[config.mk]
export PLATFORM = sky130hd
export DESIGN_NAME = bar_display_pipe
export DESIGN_NICKNAME = d
export VERILOG_FILES = /design/src/rtl/bar_display_pipe.sv
export SDC_FILE = /design/constraint.sdc
export NUM_CORES = 2
export LEC_CHECK = 0
export CORE_MARGIN = 1.5
export CORE_UTILIZATION = 40
export CTS_CLUSTER_SIZE = 28
export DETAILED_ROUTE_END_ITERATION = 7
export GPL_TIMING_DRIVEN = 0
export PLACE_DENSITY = 0.64
export SETUP_SLACK_MARGIN = 0.3
export SLEW_MARGIN = 20
export SYNTH_ARGS = -nofsm -noshare
export SYNTH_HDL_FRONTEND = slang
export SYNTH_SLANG_ARGS = --single-unit
[constraint.sdc]
create_clock -name fsm_clk -period 11.45 [get_ports fsm_clk]
set_input_delay 2.8625 -clock fsm_clk [delete_from_list [all_inputs] [get_ports fsm_clk]]
set_output_delay 2.8625 -clock fsm_clk [all_outputs]
set_load 0.02 [all_outputs]
[src/rtl/bar_display_pipe.sv]
// Pipelined spectrum bar renderer: latches bar values per frame, computes heights
// and peak-hold markers one bar per cycle, and renders pixels through a 2-stage pipe.
module bar_display_pipe #(
  parameter int NUM_BARS    = 16,
  parameter int BAR_W       = 40,
  parameter int SPACING     = 1,
  parameter int VALUE_W     = 16,
  parameter int SCREEN_H    = 480,
  parameter int HOLD_FRAMES = 30,
  parameter int DECAY_PX    = 4,
  parameter int PEAK_THICK  = 2
) (
  input  logic               fsm_clk,
  input  logic               reset_n,
  input  logic [VALUE_W-1:0] bars [NUM_BARS],
  input  logic               frame_start,
  input  logic               mode,
  input  logic               pixel_valid,
  input  logic [9:0]         x_coord,
  input  logic [9:0]         y_coord,
  output logic [3:0]         red,
  output logic [3:0]         green,
  output logic [3:0]         blue,
  output logic               rgb_valid,
  output logic               busy,
  output logic               frame_drop
);

  localparam int HW    = $clog2(SCREEN_H + 1);
  localparam int PW    = VALUE_W + 1 + HW;
  localparam int IDXW  = $clog2(NUM_BARS);
  localparam int HOLDW = $clog2(HOLD_FRAMES + 1);
  localparam int COLW  = $clog2(BAR_W + 1);

  localparam logic [10:0]      XMAX  = 11'(NUM_BARS * BAR_W);
  localparam logic [10:0]      YMAX  = 11'(SCREEN_H);
  localparam logic [10:0]      Y1    = 11'(SCREEN_H / 3);
  localparam logic [10:0]      Y2    = 11'((2 * SCREEN_H) / 3);
  localparam logic [10:0]      THICK = 11'(PEAK_THICK);
  localparam logic [COLW-1:0]  SP    = COLW'(SPACING);
  localparam logic [HW-1:0]    DEC   = HW'(DECAY_PX);
  localparam logic [HOLDW-1:0] HOLDV = HOLDW'(HOLD_FRAMES);

  typedef enum logic [1:0] {IDLE, UPDATE, COMMIT} state_t;

  state_t             r_state;
  logic [IDXW-1:0]    r_cnt;
  logic               r_busy;
  logic               r_frameDrop;
  logic [VALUE_W-1:0] r_shadow   [NUM_BARS];
  logic [HW-1:0]      r_workH    [NUM_BARS];
  logic [HW-1:0]      r_dispH    [NUM_BARS];
  logic [HW-1:0]      r_peak     [NUM_BARS];
  logic [HW-1:0]      r_dispPeak [NUM_BARS];
  logic [HOLDW-1:0]   r_hold     [NUM_BARS];

  logic [PW-1:0]    w_prod;
  logic [HW-1:0]    w_h;
  logic [HW-1:0]    w_decayed;
  logic [HW-1:0]    w_newPeak;
  logic [HOLDW-1:0] w_newHold;

  // The single shared multiplier serves whichever bar the counter points at.
  assign w_prod = (PW'(r_shadow[r_cnt]) + PW'(1)) * PW'(SCREEN_H);
  assign w_h    = HW'(w_prod >> VALUE_W);

  always_comb begin
    w_decayed = (r_peak[r_cnt] > DEC) ? (r_peak[r_cnt] - DEC) : '0;
    w_newPeak = r_peak[r_cnt];
    w_newHold = r_hold[r_cnt];
    if (w_h >= r_peak[r_cnt]) begin
      w_newPeak = w_h;
      w_newHold = HOLDV;
    end else if (r_hold[r_cnt] != '0) begin
      w_newHold = r_hold[r_cnt] - HOLDW'(1);
    end else begin
      w_newPeak = (w_h > w_decayed) ? w_h : w_decayed;
    end
  end

  always_ff @(posedge fsm_clk or negedge reset_n) begin
    if (!reset_n) begin
      r_state     <= IDLE;
      r_cnt       <= '0;
      r_busy      <= 1'b0;
      r_frameDrop <= 1'b0;
      for (int i = 0; i < NUM_BARS; i++) begin
        r_shadow[i]   <= '0;
        r_workH[i]    <= '0;
        r_dispH[i]    <= '0;
        r_peak[i]     <= '0;
        r_dispPeak[i] <= '0;
        r_hold[i]     <= '0;
      end
    end else begin
      r_frameDrop <= frame_start && (r_state != IDLE);
      case (r_state)
        IDLE: begin
          if (frame_start) begin
            r_shadow <= bars;
            r_cnt    <= '0;
            r_busy   <= 1'b1;
            r_state  <= UPDATE;
          end
        end
        UPDATE: begin
          r_workH[r_cnt] <= w_h;
          r_peak[r_cnt]  <= w_newPeak;
          r_hold[r_cnt]  <= w_newHold;
          if (r_cnt == IDXW'(NUM_BARS - 1)) begin
            r_state <= COMMIT;
          end else begin
            r_cnt <= r_cnt + IDXW'(1);
          end
        end
        COMMIT: begin
          r_dispH    <= r_workH;
          r_dispPeak <= r_peak;
          r_busy     <= 1'b0;
          r_state    <= IDLE;
        end
        default: r_state <= IDLE;
      endcase
    end
  end

  logic [IDXW-1:0] w_idx;
  logic [COLW-1:0] w_col;
  logic            w_blank;
  logic            r_s1Valid;
  logic            r_s1Blank;
  logic            r_s1Mode;
  logic [9:0]      r_s1Y;
  logic [IDXW-1:0] r_s1Idx;

  assign w_idx   = IDXW'(x_coord / 10'(BAR_W));
  assign w_col   = COLW'(x_coord % 10'(BAR_W));
  assign w_blank = ({1'b0, x_coord} >= XMAX) || ({1'b0, y_coord} >= YMAX) || (w_col < SP);

  always_ff @(posedge fsm_clk or negedge reset_n) begin
    if (!reset_n) begin
      r_s1Valid <= 1'b0;
      r_s1Blank <= 1'b1;
      r_s1Mode  <= 1'b0;
      r_s1Y     <= '0;
      r_s1Idx   <= '0;
    end else begin
      r_s1Valid <= pixel_valid;
      r_s1Blank <= w_blank;
      r_s1Mode  <= mode;
      r_s1Y     <= y_coord;
      r_s1Idx   <= w_blank ? '0 : w_idx;
    end
  end

  logic [10:0] w_y;
  logic [10:0] w_bodyTop;
  logic [10:0] w_pkTop;
  logic [HW-1:0] w_h2;
  logic [HW-1:0] w_pk2;
  logic [11:0] w_rgb;
  logic [11:0] r_rgb;
  logic        r_rgbValid;

  assign w_h2      = r_dispH[r_s1Idx];
  assign w_pk2     = r_dispPeak[r_s1Idx];
  assign w_y       = {1'b0, r_s1Y};
  assign w_bodyTop = YMAX - 11'(w_h2);
  assign w_pkTop   = YMAX - 11'(w_pk2);

  // Peak marker outranks the bar body so it stays visible inside a tall bar.
  always_comb begin
    w_rgb = 12'h000;
    if (r_s1Valid && !r_s1Blank) begin
      if ((w_pk2 != '0) && (w_y >= w_pkTop) && (w_y < w_pkTop + THICK)) begin
        w_rgb = 12'hF00;
      end else if ((w_h2 != '0) && (w_y >= w_bodyTop)) begin
        if (!r_s1Mode)      w_rgb = 12'hFFF;
        else if (w_y < Y1)  w_rgb = 12'hF00;
        else if (w_y < Y2)  w_rgb = 12'hFF0;
        else                w_rgb = 12'h0F0;
      end
    end
  end

  always_ff @(posedge fsm_clk or negedge reset_n) begin
    if (!reset_n) begin
      r_rgb      <= '0;
      r_rgbValid <= 1'b0;
    end else begin
      r_rgb      <= w_rgb;
      r_rgbValid <= r_s1Valid;
    end
  end

  assign red        = r_rgb[11:8];
  assign green      = r_rgb[7:4];
  assign blue       = r_rgb[3:0];
  assign rgb_valid  = r_rgbValid;
  assign busy       = r_busy;
  assign frame_drop = r_frameDrop;

endmodule

==> flow_metrics.py <==
metrics = {
    "detailed_routing": {
        "first_pass_iters": 5,
        "vias": 32700,
        "drc": 0,
        "wirelength_um": 145000,
        "wl_per_cell_um": 24.9,
        "met3WireLength_um": 10200,
        "dr_wl_met2_um": 68200,
        "highest_layer": "met4",
        "viasPerCell": 5.62,
        "drtIter0Drc": 2988,
        "drtAntennaViolNets": 0,
        "drt-met1-wl_um": 60200,
    },
    "yosys": {
        "synth-async-reset-ratio_pct": 100,
        "netlist.area_leader.share_pct": 53.4,
        "synth.most_common_cell": "nand2_1",
        "synth_commonest_cells": "1251 x nand2_1, 940 x dfrtp_1, 361 x o21ai_0",
        "synth_largest_area_cell": "dfrtp_1",
        "synth_edf_count": 0,
        "synth-seq-cells": 941,
        "syn_nets": 4313,
        "synth_area_leaders": "dfrtp_1 53%, mux4_2 11%, nand2_1 11%",
        "seq_area_frac_synth_pct": 53.4,
        "synthDistinctLibCells": 73,
        "syn_inst": 3922,
        "postSynthAreaPerCell_um2": 11.2,
        "ys.flop_type": "dfrtp_1",
        "ys_warn_count": 0,
        "syn_area_um2": 44100,
    },
    "sta": {
        "final.setup.tns_ns": 0,
        "fin_skew_ns": 0.0325,
        "setup_ws_ns": 0.701,
        "hold_violations": 0,
        "finalSetupViolations": 0,
        "finalCritPeriodShare_pct": 93.9,
        "fmax_ghz": 0.0930,
        "fin_crit_ns": 10.75,
        "slew_violations": 0,
        "rsz0062_at_grt": "no",
        "slew_headroom_pct": 16.7,
        "max_slew.worst_pin.slew_ns": 1.25,
    },
    "layout": {
        "instances_no_fill": 5818,
        "fill_cells": 9969,
        "syn_to_final_growth_pct": 19.2,
        "final_nets": 4716,
        "drive_gt1_share_pct": 17.7,
    },
    "clocking": {
        "clkLatencyLatePin_ns": 0.69,
        "cts_buffers": 99,
        "postCtsHoldBufs": 0,
        "htree_levels": 3,
        "cts_buffer_depth": 3,
        "clk_pin_slew_worst_paths_ns": 0.06,
        "cts_tree": "yes",
        "cts_num_sinks": 941,
        "cts_root_buf": "clkbuf_16",
    },
    "critical_path": {
        "cpPeakStageDelay_ns": 0.58,
        "cp.arrival_ns": 11.24,
        "cp_max_fo": 10,
        "cp_slowest_cell": "mux4_2",
        "required_ns": 11.94,
        "worst_setup_path_end_kind": "flip-flop",
        "crit_type": "reg2reg",
        "critPathLaunchType": "flip-flop",
    },
    "placed_design": {
        "placed_cells": 5636,
        "numPortBuffers": 292,
        "hpwl_um": 105000,
        "gp_congestion": 0.920,
        "pre_cts_ws_ns": -0.693,
    },
    "die": {
        "core_area_um2": 109000,
        "ios": 296,
        "initial_utilization_pct": 40.4,
        "dieArea_um2": 112000,
        "die_w_um": 335,
        "rows": 121,
        "die_y_um": 335,
    },
    "global_routing": {
        "grt_first_pass_wirelength_um": 216000,
        "grt.overflow.total": 0,
        "track_usage_pct": 26.1,
        "antenna_found_initial": 6,
        "grt_max_degree": 148,
        "grt_pass1_vias": 33200,
    },
    "worst_hold_path": {
        "hp-class": "reg2reg",
    },
    "outcome": {
        "status": "finished clean",
    },
    "job": {
        "cap_violations": 0,
    },
}
## metal layers
layer	vias up	GRT usage [%]
met4	0	11.3
met5	-	0
met3	297	4.57
met2	1283	42.0
met1	16900	34.8
li1	14300	-
## stage by stage
stage               hold slack (ns)  util, %  cell area, um^2
CTS                           0.447     48.1            52500
detailed placement            0.423     45.0            49000
global placement              0.435     44.7            48800
global route                  0.471     48.2            52500
floorplan                     0.374        -            44100
finish                        0.445     48.2            52500
## state kept, by name (all words and copies together), names as in the netlist, 2 cells and up
name / flops
r_state: 2
r_cnt: 4
r_workH: 144
r_rgb: 3
r_hold: 80
r_s1Idx: 4
r_s1Y: 10
r_dispPeak: 144
r_shadow: 256
r_peak: 144
r_dispH: 144
## kinds of logic (layout without fill, tap and decap cells)
logic type | after synthesis | count (layout) | share of synthesized area [%]
other | 0 | 3 | 0
muxes | 519 | 519 | 18.6
AOI/OAI and AO/OA | 537 | 537 | 7.05
DFF | 941 | 941 | 53.4
xor gates and xnor gates | 55 | 55 | 1.09
buffers and inverters | 322 | 801 | 3.13
adders and majority gates | 111 | 111 | 3.64
and+or+nand+nor | 1437 | 1437 | 13.0
## worst max-delay path, delay by kind of cell (launching register included)
| kind | cells | cell delay (ns) |
|---|---|---|
| compound gates | 9 | 2.37 |
| xor+xnor | 2 | 0.79 |
| fa+ha+maj | 5 | 2.06 |
| buf+inv | 10 | 2.86 |
| flops | 1 | 0.46 |
| mux | 2 | 1.00 |
| simple gates | 5 | 0.97 |
## area by class of cell
| cell class | count | area (um^2) | share of cell area, % |
|---|---|---|---|
| flip-flops and latches | 941 | 23500 | 44.8 |
| multi-input cells | 2659 | 19300 | 36.7 |
| repair buffers | 302 | 3160 | 6.02 |
| clock buffers | 149 | 2980 | 5.67 |
| well taps | 1414 | 1770 | 3.37 |
| plain buffers | 262 | 1170 | 2.23 |
| clock inverters | 28 | 398 | 0.758 |
| inverters | 60 | 225 | 0.429 |
| diodes | 3 | 7.51 | 0.0143 |
## cell usage in the layout (no fill, tap or decap), drive strengths merged, types with 8 or more instances in the layout
cell	count
a22o	12
clkbuf	340
mux2i	14
clkinv	14
nor2b	19
xnor2	36
nor3	18
and3	13
nor2	55
nand2b	9
inv	62
buf	82
nand3	19
o21ai	385
a21oi	37
a22oi	24
or2	8
ha	81
o21a	12
clkdlybuf4s50	291
bufinv	8
a211oi	8
mux4	212
and2	14
dfrtp	940
a221oi	8
xor2	19
mux2	293
fa	29
nand2	1251
## timing repair
item	4_1_cts	5_1_grt
gates resized for setup	14	8
cloned	0	0
buffers inserted	1	1
pin swaps	1	1
endpoints found under the setup margin	184	86
## worst paths after layout
path / to / depth (start not counted) / startpoint / slack (ns)
worst max-delay path: r_peak[99]$_DFFE_PN0P_ / 33 / r_cnt[1]$_DFFE_PN0P_ / 0.70
worst min-delay path: rgb_valid$_DFF_PN0_ / 0 / r_s1Valid$_DFF_PN0_ / 0.44
worst max register to register: r_peak[99]$_DFFE_PN0P_ / 33 / r_cnt[1]$_DFFE_PN0P_ / 0.70
worst min register to register: rgb_valid$_DFF_PN0_ / 0 / r_s1Valid$_DFF_PN0_ / 0.44
max in group asynchronous: r_shadow[48]$_DFFE_PN0P_ / 4 / reset_n / 7.40
min in group asynchronous: r_workH[34]$_DFFE_PN0P_ / 1 / reset_n / 2.05
Power is left out: the tool's default activity adds up to more than one toggle a clock period on the data nets, which glitch-free logic cannot reach.
